File: src/rtl/tstate_seq.sv
// ---------------------------------------------------------------------------
// tstate_seq -- T-state ring sequencer for the SAP-2 control unit.
//
// Turns the clken/clken2 strobes from the clock-enable divider into a one-hot
// T-state bus that the control matrix decodes. The sequencer can free-run,
// single-step, halt, or end an instruction early (nxt). It also counts
// instruction starts.
//
// Parameters
//   NSTATES  ring length, i.e. number of T-states (min 3)
//   CNTW     width of the instruction-start counter
//
// Ports
//   sysclk       in   system clock; every state change happens on its rising edge
//   reset_n      in   asynchronous active-low reset
//   clken        in   advance strobe, 1 sysclk wide
//   clken2       in   mid-period strobe; never coincides with clken
//   run          in   level; 1 = free-run
//   step         in   single-step request, level-sampled on every edge
//   hlt          in   halt request; sampled when clken2 is high
//   nxt          in   end the instruction early; sampled when clken is high
//   t            out  one-hot T-state; bit0 = T1
//   tnum         out  binary index of t; 0 = T1
//   halted       out  1 while in the HALTED mode
//   instr_start  out  1-cycle pulse on the edge after the ring enters T1
//   step_done    out  1-cycle pulse on the edge after a stepped advance
//   icount       out  count of instr_start pulses (wraps)
// ---------------------------------------------------------------------------
module tstate_seq #(
  parameter int unsigned NSTATES = 6,
  parameter int unsigned CNTW    = 16,
  localparam int unsigned TW     = $clog2(NSTATES)
) (
  input  logic               sysclk,
  input  logic               reset_n,
  input  logic               clken,
  input  logic               clken2,
  input  logic               run,
  input  logic               step,
  input  logic               hlt,
  input  logic               nxt,
  output logic [NSTATES-1:0] t,
  output logic [TW-1:0]      tnum,
  output logic               halted,
  output logic               instr_start,
  output logic               step_done,
  output logic [CNTW-1:0]    icount
);

  typedef enum logic [1:0] {
    STOPPED,
    RUNNING,
    HALTED
  } mode_e;

  localparam logic [NSTATES-1:0] T1 = NSTATES'(1);

  mode_e              mode_q, mode_d;
  logic [NSTATES-1:0] t_q, t_d;
  logic [TW-1:0]      tnum_q, tnum_d;
  logic               step_pend_q, step_pend_d;
  logic               halt_req_q, halt_req_d;
  logic               enter_t1_q, enter_t1_d;
  logic               stepped_q, stepped_d;
  logic               halted_q, halted_d;
  logic               instr_start_q, instr_start_d;
  logic               step_done_q, step_done_d;
  logic [CNTW-1:0]    icount_q, icount_d;

  logic               advance;
  logic               t_legal;

  // One-hot test: non-zero with exactly one bit set.
  assign t_legal = (t_q != '0) && ((t_q & (t_q - T1)) == '0);

  always_comb begin
    mode_d      = mode_q;
    t_d         = t_q;
    tnum_d      = tnum_q;
    step_pend_d = step_pend_q | (step && (mode_q != HALTED));
    halt_req_d  = halt_req_q | (clken2 && hlt);
    enter_t1_d  = 1'b0;
    stepped_d   = 1'b0;
    advance     = 1'b0;

    if (clken) begin
      // First matching rule wins; HALTED is only left through reset.
      if (mode_q == HALTED) begin
        mode_d = HALTED;
      end else if (halt_req_q) begin
        mode_d = HALTED;
      end else if (mode_q == RUNNING) begin
        if (run) begin
          advance = 1'b1;
        end else begin
          mode_d = STOPPED;
        end
      end else if (run) begin
        // Run takes over from a pending step without reporting step_done.
        mode_d      = RUNNING;
        advance     = 1'b1;
        step_pend_d = 1'b0;
      end else if (step_pend_q) begin
        advance     = 1'b1;
        step_pend_d = 1'b0;
        stepped_d   = 1'b1;
      end

      if (!t_legal) begin
        t_d    = T1;
        tnum_d = '0;
      end else if (advance) begin
        if (nxt || t_q[NSTATES-1]) begin
          t_d        = T1;
          tnum_d     = '0;
          enter_t1_d = 1'b1;
        end else begin
          t_d    = {t_q[NSTATES-2:0], 1'b0};
          tnum_d = tnum_q + TW'(1);
        end
      end
    end

    halted_d      = (mode_d == HALTED);
    // Start/step reporting lags the advancing edge by one sysclk.
    instr_start_d = enter_t1_q;
    step_done_d   = stepped_q;
    icount_d      = icount_q + CNTW'(enter_t1_q);
  end

  always_ff @(posedge sysclk or negedge reset_n) begin
    if (!reset_n) begin
      mode_q        <= STOPPED;
      t_q           <= T1;
      tnum_q        <= '0;
      step_pend_q   <= 1'b0;
      halt_req_q    <= 1'b0;
      enter_t1_q    <= 1'b0;
      stepped_q     <= 1'b0;
      halted_q      <= 1'b0;
      instr_start_q <= 1'b0;
      step_done_q   <= 1'b0;
      icount_q      <= '0;
    end else begin
      mode_q        <= mode_d;
      t_q           <= t_d;
      tnum_q        <= tnum_d;
      step_pend_q   <= step_pend_d;
      halt_req_q    <= halt_req_d;
      enter_t1_q    <= enter_t1_d;
      stepped_q     <= stepped_d;
      halted_q      <= halted_d;
      instr_start_q <= instr_start_d;
      step_done_q   <= step_done_d;
      icount_q      <= icount_d;
    end
  end

  assign t           = t_q;
  assign tnum        = tnum_q;
  assign halted      = halted_q;
  assign instr_start = instr_start_q;
  assign step_done   = step_done_q;
  assign icount      = icount_q;

endmodule

File: config.mk
export PLATFORM = sky130hd
export DESIGN_NAME = tstate_seq
export DESIGN_NICKNAME = d
export VERILOG_FILES = /design/src/rtl/tstate_seq.sv
export SDC_FILE = /design/constraint.sdc
export NUM_CORES = 1
export LEC_CHECK = 0
export ABC_AREA = 1
export CORE_MARGIN = 2
export CORE_UTILIZATION = 45
export DETAILED_ROUTE_END_ITERATION = 12
export PLACE_DENSITY_LB_ADDON = 0.3
export SLEW_MARGIN = 20
export SYNTH_ARGS = -nofsm -noshare
export SYNTH_HDL_FRONTEND = slang
export SYNTH_SLANG_ARGS = --single-unit
export TNS_END_PERCENT = 5
File: constraint.sdc
create_clock -name sysclk -period 2.9 [get_ports sysclk]
set_input_delay 0.58 -clock sysclk [delete_from_list [all_inputs] [get_ports sysclk]]
set_output_delay 0.58 -clock sysclk [all_outputs]
set_load 0.03 [all_outputs]
**Word-level counts from Yosys, hierarchy flattened**

Cells that the tools add are included.

- Eq/ne operators: 5
- Bitwise logic cells: 3
- Multiplexer cells: 34
- Reductions and logical operators: 7
- $add $sub $neg: 3

Operator list:

| kind | count |
|---|---|
| 1-bit 2-to-1 mux | 22 |
| 6-bit 2-to-1 mux | 3 |
| 16-bit by 1-bit adder with 16-bit output | 1 |
| 2-bit 2-to-1 mux | 6 |
| 3-bit 2-to-1 mux | 3 |
| 6-bit bitwise AND | 1 |
| 6-bit logical NOT | 1 |
| 6-bit nonzero test | 1 |
| 6-bit by 1-bit subtractor with 6-bit output, second input constant | 1 |
| 2-bit == test, second input constant | 2 |
| 3-bit by 1-bit adder with 3-bit output, second input constant | 1 |
| 1-bit logical AND | 3 |
| 2-bit by 1-bit == test with 1-bit output, second input constant | 1 |
| 2-bit by 1-bit inequality test with 1-bit output, second input constant | 1 |
| 2-bit inequality test, second input constant | 1 |
| 1-bit bitwise OR | 2 |
| 2-bit AND reduction | 1 |
| 1-bit logical OR | 1 |

- Input port bits: 8
- Logic and storage cells: 63
- Register bits after elaboration: 34

**Longest topological paths before layout**

- Word-level depth: 9
- Mapped depth: 9
- Gate-level depth less buffers: 9

**Worst setup path before layout**

Ideal clock, no wire load.

- Path kind: register -> register
- From: register icount_q[0] (netlist: icount[0])
- To: register icount_q[14] (netlist: icount[14])
- Data required time: 2.781 ns
- Cell stages (with the launch flop): 10
- Path buffers: 0
- Path slack: 1.251 ns
- Period minus slack after synthesis: 1.649 ns
- Library setup time: 0.119 ns
- Data arrival time: 1.530 ns
- Path through: dfrtp_1 ha_1 ha_1 nand2_1 nor2_1 nand2_1 nor2_2 nand2_1 nor2_1 nor2_1

- Longest elaborated chain between the ends: 1

RTL lines:

| item | RTL line | RTL |
|---|---|---|
| start, declared | 68 | `logic [CNTW-1:0] icount_q, icount_d;` |
| start signal, assigned | 155 | `icount_q <= icount_d;` |
| 16-bit by 1-bit adder with 16-bit output | 128 | `icount_d = icount_q + CNTW'(enter_t1_q);` |
| named net icount_d[14] | 68 |  |

The timed path passes the listed nets, and every way through them passes these cells.
A chain may end at the register's enable or synchronous reset.

**Worst setup path in the final report**

- From: register t_q[0] (netlist: t[0])
- To: output t[0]

RTL lines:

| item | RTL line | RTL |
|---|---|---|
| start, declared | 59 | `logic [NSTATES-1:0] t_q, t_d;` |
| start signal, assigned | 146 | `t_q <= t_d;` |
| end, declared | 42 | `output logic [NSTATES-1:0] t,` |

No word-level cell between the ends.

==> summary.md <==
| Metric | Value |
|---|---|
| Outcome | completed |
| Power Internal | 0.723 mW |
| Syn Nets | 204 |
| Inserted Clock Buffers | 5 |
| Initial drt markers | 60 |
| CTS tree | yes |
| Number of vias per cell | ~5 |
| Reg clk slew, reported paths | roughly 60 ps |
| Final Worst Setup Slack | 779 ps |
| Sequential share of power | 0.494 |
| DR pass1 iterations | 4 |
| Wire length of the first global-routing pass | around 5300 µm |
| Die area | between 0.004 and 0.005 mm² |
| Worst R2R Start | icount[0] |
| Layout overhead on the synthesized area | 28.2% |
| Initial cell density of the core | 0.471 |
| Cells along the critical path | clkdlybuf4s50_1 |
| Switching power share of the total | 0.291 |
| Type of the most critical hold path | reg -> reg |
| Total power consumption of the routed design | 1.02 mW |
| Share of the cycle needed by the critical path after routing | 0.731 |
| Gate power share | 0.190 |
| Top fanout value on the critical path | 6 |
| X dimension of the die | roughly 66 µm |
| Total placed instance area | about 0.0021 mm² |
| Hold path start | step_done_d |
| Master of the slowest instance on the critical path | sky130_fd_sc_hd__clkdlybuf4s50_1 |
| Number of standard cells in the layout, taps in and fillers out | around 280 |
| Highest ir drop seen on vdd | 0.297 mV |
| Chip Height | 65.9 µm |
| Fill cells | around 320 |
| Source of the critical timing path | t[0] |
| Cell taking the most area after synthesis | sky130_fd_sc_hd__dfrtp_1 |
| Synth top area share | 0.479 |
| Distinct cell type count of the synthesized netlist | 26 |
| Max Clk Rate | between 0.4 and 0.5 GHz |
| Peak per-stage delay on the critical path | between 600 and 700 ps |
| Synthesized flop and latch total | 34 |
| Slew headroom | 0.701 |
| Sinks on Clock Net | 34 |
| Power Dens Cells | between 400 and 500 mW/mm² |
| Category of the most critical setup path | reg -> out |
| Num ports | 36 |
| Fin crit period | 2120 ps |
| Hold-fix buffers at CTS | 0 |
| H-Tree Level Count | 2 |
| Drt total wl | roughly 3100 µm |
| Antenna Violating Nets Remaining | 0 |
| Initial antenna violation count | 0 |
| Dpl hpwl | approximately 2300 µm |
| Dominant delay contributor by cell family on the critical path | buffers and inverters |
| Sum Neg Setup Slack | 0 ps |
| Post-layout util | 0.604 |
| GP Congestion | roughly 0.9 |
| Type of element capturing the critical path | output pin |
| Warnings, synthesis | 0 |
| Via count | around 1,400 |
| Max Cap Violations | 0 |
| CTS resizes | 0 |
| Buffers inserted during post-CTS setup optimization | 0 |
| Quantity of I/O buffers inserted on ports | 35 |
| Routed wirelength normalized by instance count | 11.0 µm |
| GRT overflow | 0 |
| Cell area after synthesis | roughly 0.0017 mm² |
| Number of antenna cells inserted | 0 |
| Design Area, Final | between 0.002 and 0.0025 mm² |
| Switching pwr | ~0.30 mW |
| Core Area | around 0.0037 mm² |
| Number of cell rows | 22 |
| Worst path arrival time | around 1500 ps |
| Leakage power | about 1.1 nW |
| Max-slew violation count | 0 |
| Nets@finish | 246 |
| Pre-CTS setup slack | roughly 730 ps |
| Vias in the first global route | 1,252 |
| Biggest area contributors in the synthesized netlist | sky130_fd_sc_hd__dfrtp_1, sky130_fd_sc_hd__nand2_1, sky130_fd_sc_hd__xor2_1, sky130_fd_sc_hd__inv_1, sky130_fd_sc_hd__nor2_1 |
| Startpoint type of the worst setup path | flop |
| Number of remaining DRC errors | 0 |
| Clock latency on the worst-skew pair | approximately 280 ps |
| Buffer depth of the longest clock path | 2 |
| Synth Instances | just under 200 |
| Worst setup skew after layout | 3.76 ps |
| Post-synthesis average cell area | between 8 and 9 µm² |
| Unrepaired setup endpoints after global routing | false |
| Clk network pwr share | 0.316 |
| Largest net degree at the start of global routing | 35 |
| Number of cells in the design after placement | 276 |
| Final hold slack | 353 ps |
| Clock tree root driver cell | sky130_fd_sc_hd__clkbuf_8 |
| Setup-violating endpoint count in the final report | 0 |
| Transition time at the pin with the least slew margin | 447 ps |
| Critical Path RT | roughly 2300 ps |
| Final hold violation count | 0 |
| Worst path bufs/invs | 1 |
| Overall track demand over capacity in global routing | 0.164 |
| Sequential-to-total area share from yosys stat | 0.495 |
| Fraction of layout cells with a size suffix above 1 | 0.115 |
-- worst paths after layout --
path                                   end  slack [ps]  depth (start not counted)
worst max-delay path                  t[0]         780                          1
worst min-delay path             step_done         350                          0
worst max register to register  icount[14]        1350                          9
worst min register to register   step_done         350                          0
max in group asynchronous             t[0]        1870                          2
min in group asynchronous       icount[13]         700                          2
-- power groups by stage --
stage / Clock (mW) / Combinational (mW) / Sequential (mW)
after floorplan: 0 / 0.120 / 0.528
after global placement: 0 / 0.195 / 0.513
after detailed placement: 0 / 0.198 / 0.513
after CTS: 0.334 / 0.198 / 0.504
after global routing: 0.356 / 0.216 / 0.505
final: 0.322 / 0.194 / 0.504
-- kinds of logic (layout without fill, tap and decap cells) --
group                    Yosys count  in the layout  synth area share
adder cells (fa/ha/maj)            3              3            0.0218
flip-flops                        34             34             0.495
AO/OA/AOI/OAI                      7              7            0.0276
XOR/XNOR                          14             14            0.0712
buffers and inverters             27             69            0.0625
AND/OR/NAND/NOR                  108            108             0.322
-- layout by cell type (no fill, tap or decap) --
| master | count |
|---|---|
| sky130_fd_sc_hd__ha_1 | 3 |
| sky130_fd_sc_hd__nor2_4 | 1 |
| sky130_fd_sc_hd__nor2_2 | 2 |
| sky130_fd_sc_hd__inv_1 | 24 |
| sky130_fd_sc_hd__nand3_1 | 15 |
| sky130_fd_sc_hd__inv_2 | 1 |
| sky130_fd_sc_hd__clkdlybuf4s50_1 | 35 |
| sky130_fd_sc_hd__clkbuf_1 | 2 |
| sky130_fd_sc_hd__xor2_1 | 12 |
| sky130_fd_sc_hd__nor2_8 | 1 |
| sky130_fd_sc_hd__xnor2_1 | 2 |
| sky130_fd_sc_hd__nor3b_1 | 3 |
| sky130_fd_sc_hd__o22ai_1 | 1 |
| sky130_fd_sc_hd__buf_4 | 1 |
| sky130_fd_sc_hd__nand2_1 | 36 |
| sky130_fd_sc_hd__nand3_2 | 1 |
| sky130_fd_sc_hd__nand2_2 | 7 |
| sky130_fd_sc_hd__nand3b_1 | 1 |
| sky130_fd_sc_hd__clkbuf_8 | 5 |
| sky130_fd_sc_hd__inv_4 | 1 |
| sky130_fd_sc_hd__nor3_2 | 2 |
| sky130_fd_sc_hd__dfrtp_1 | 33 |
| sky130_fd_sc_hd__nor3_1 | 5 |
| sky130_fd_sc_hd__a21oi_1 | 5 |
| sky130_fd_sc_hd__nand4_1 | 9 |
| sky130_fd_sc_hd__dfstp_2 | 1 |
| sky130_fd_sc_hd__nor2_1 | 22 |
| sky130_fd_sc_hd__a21oi_4 | 1 |
| sky130_fd_sc_hd__nand2_4 | 3 |
-- state kept, by name, indices dropped and copies added, names as in the netlist --
signal       count
t                6
icount          16
instr_start      1
halted           1
enter_t1_q       1
halt_req_q       1
step_pend_q      1
step_done_d      1
step_done        1
tnum             3
mode_q           2
-- cell type report --
| cell class | count | area (µm²) | share of cell area |
|---|---|---|---|
| Tap cell | 48 | 60.1 | 0.0272 |
| Sequential cell | 34 | 852 | 0.386 |
| Clock buffer | 7 | 76.3 | 0.0345 |
| Inverter | 26 | 100 | 0.0453 |
| Timing Repair Buffer | 36 | 358 | 0.162 |
| Multi-Input combinational cell | 132 | 763 | 0.345 |
-- routing by layer --
layer / vias up / track usage / share of wire
met5: - / 0 / 0
met4: 0 / 0.0703 / 0.017
met3: 6 / 0.0511 / 0.060
met1: 642 / 0.197 / 0.43
met2: 48 / 0.270 / 0.49
li1: 701 / - / -
-- synth_stat cells (all sizes together) --
| master | n |
|---|---|
| a21oi | 6 |
| buf | 1 |
| dfrtp | 33 |
| dfstp | 1 |
| ha | 3 |
| inv | 26 |
| nand2 | 46 |
| nand3 | 16 |
| nand3b | 1 |
| nand4 | 9 |
| nor2 | 26 |
| nor3 | 7 |
| nor3b | 3 |
| o22ai | 1 |
| xnor2 | 2 |
| xor2 | 12 |
Note: power is estimated with default switching activity, not from simulation.
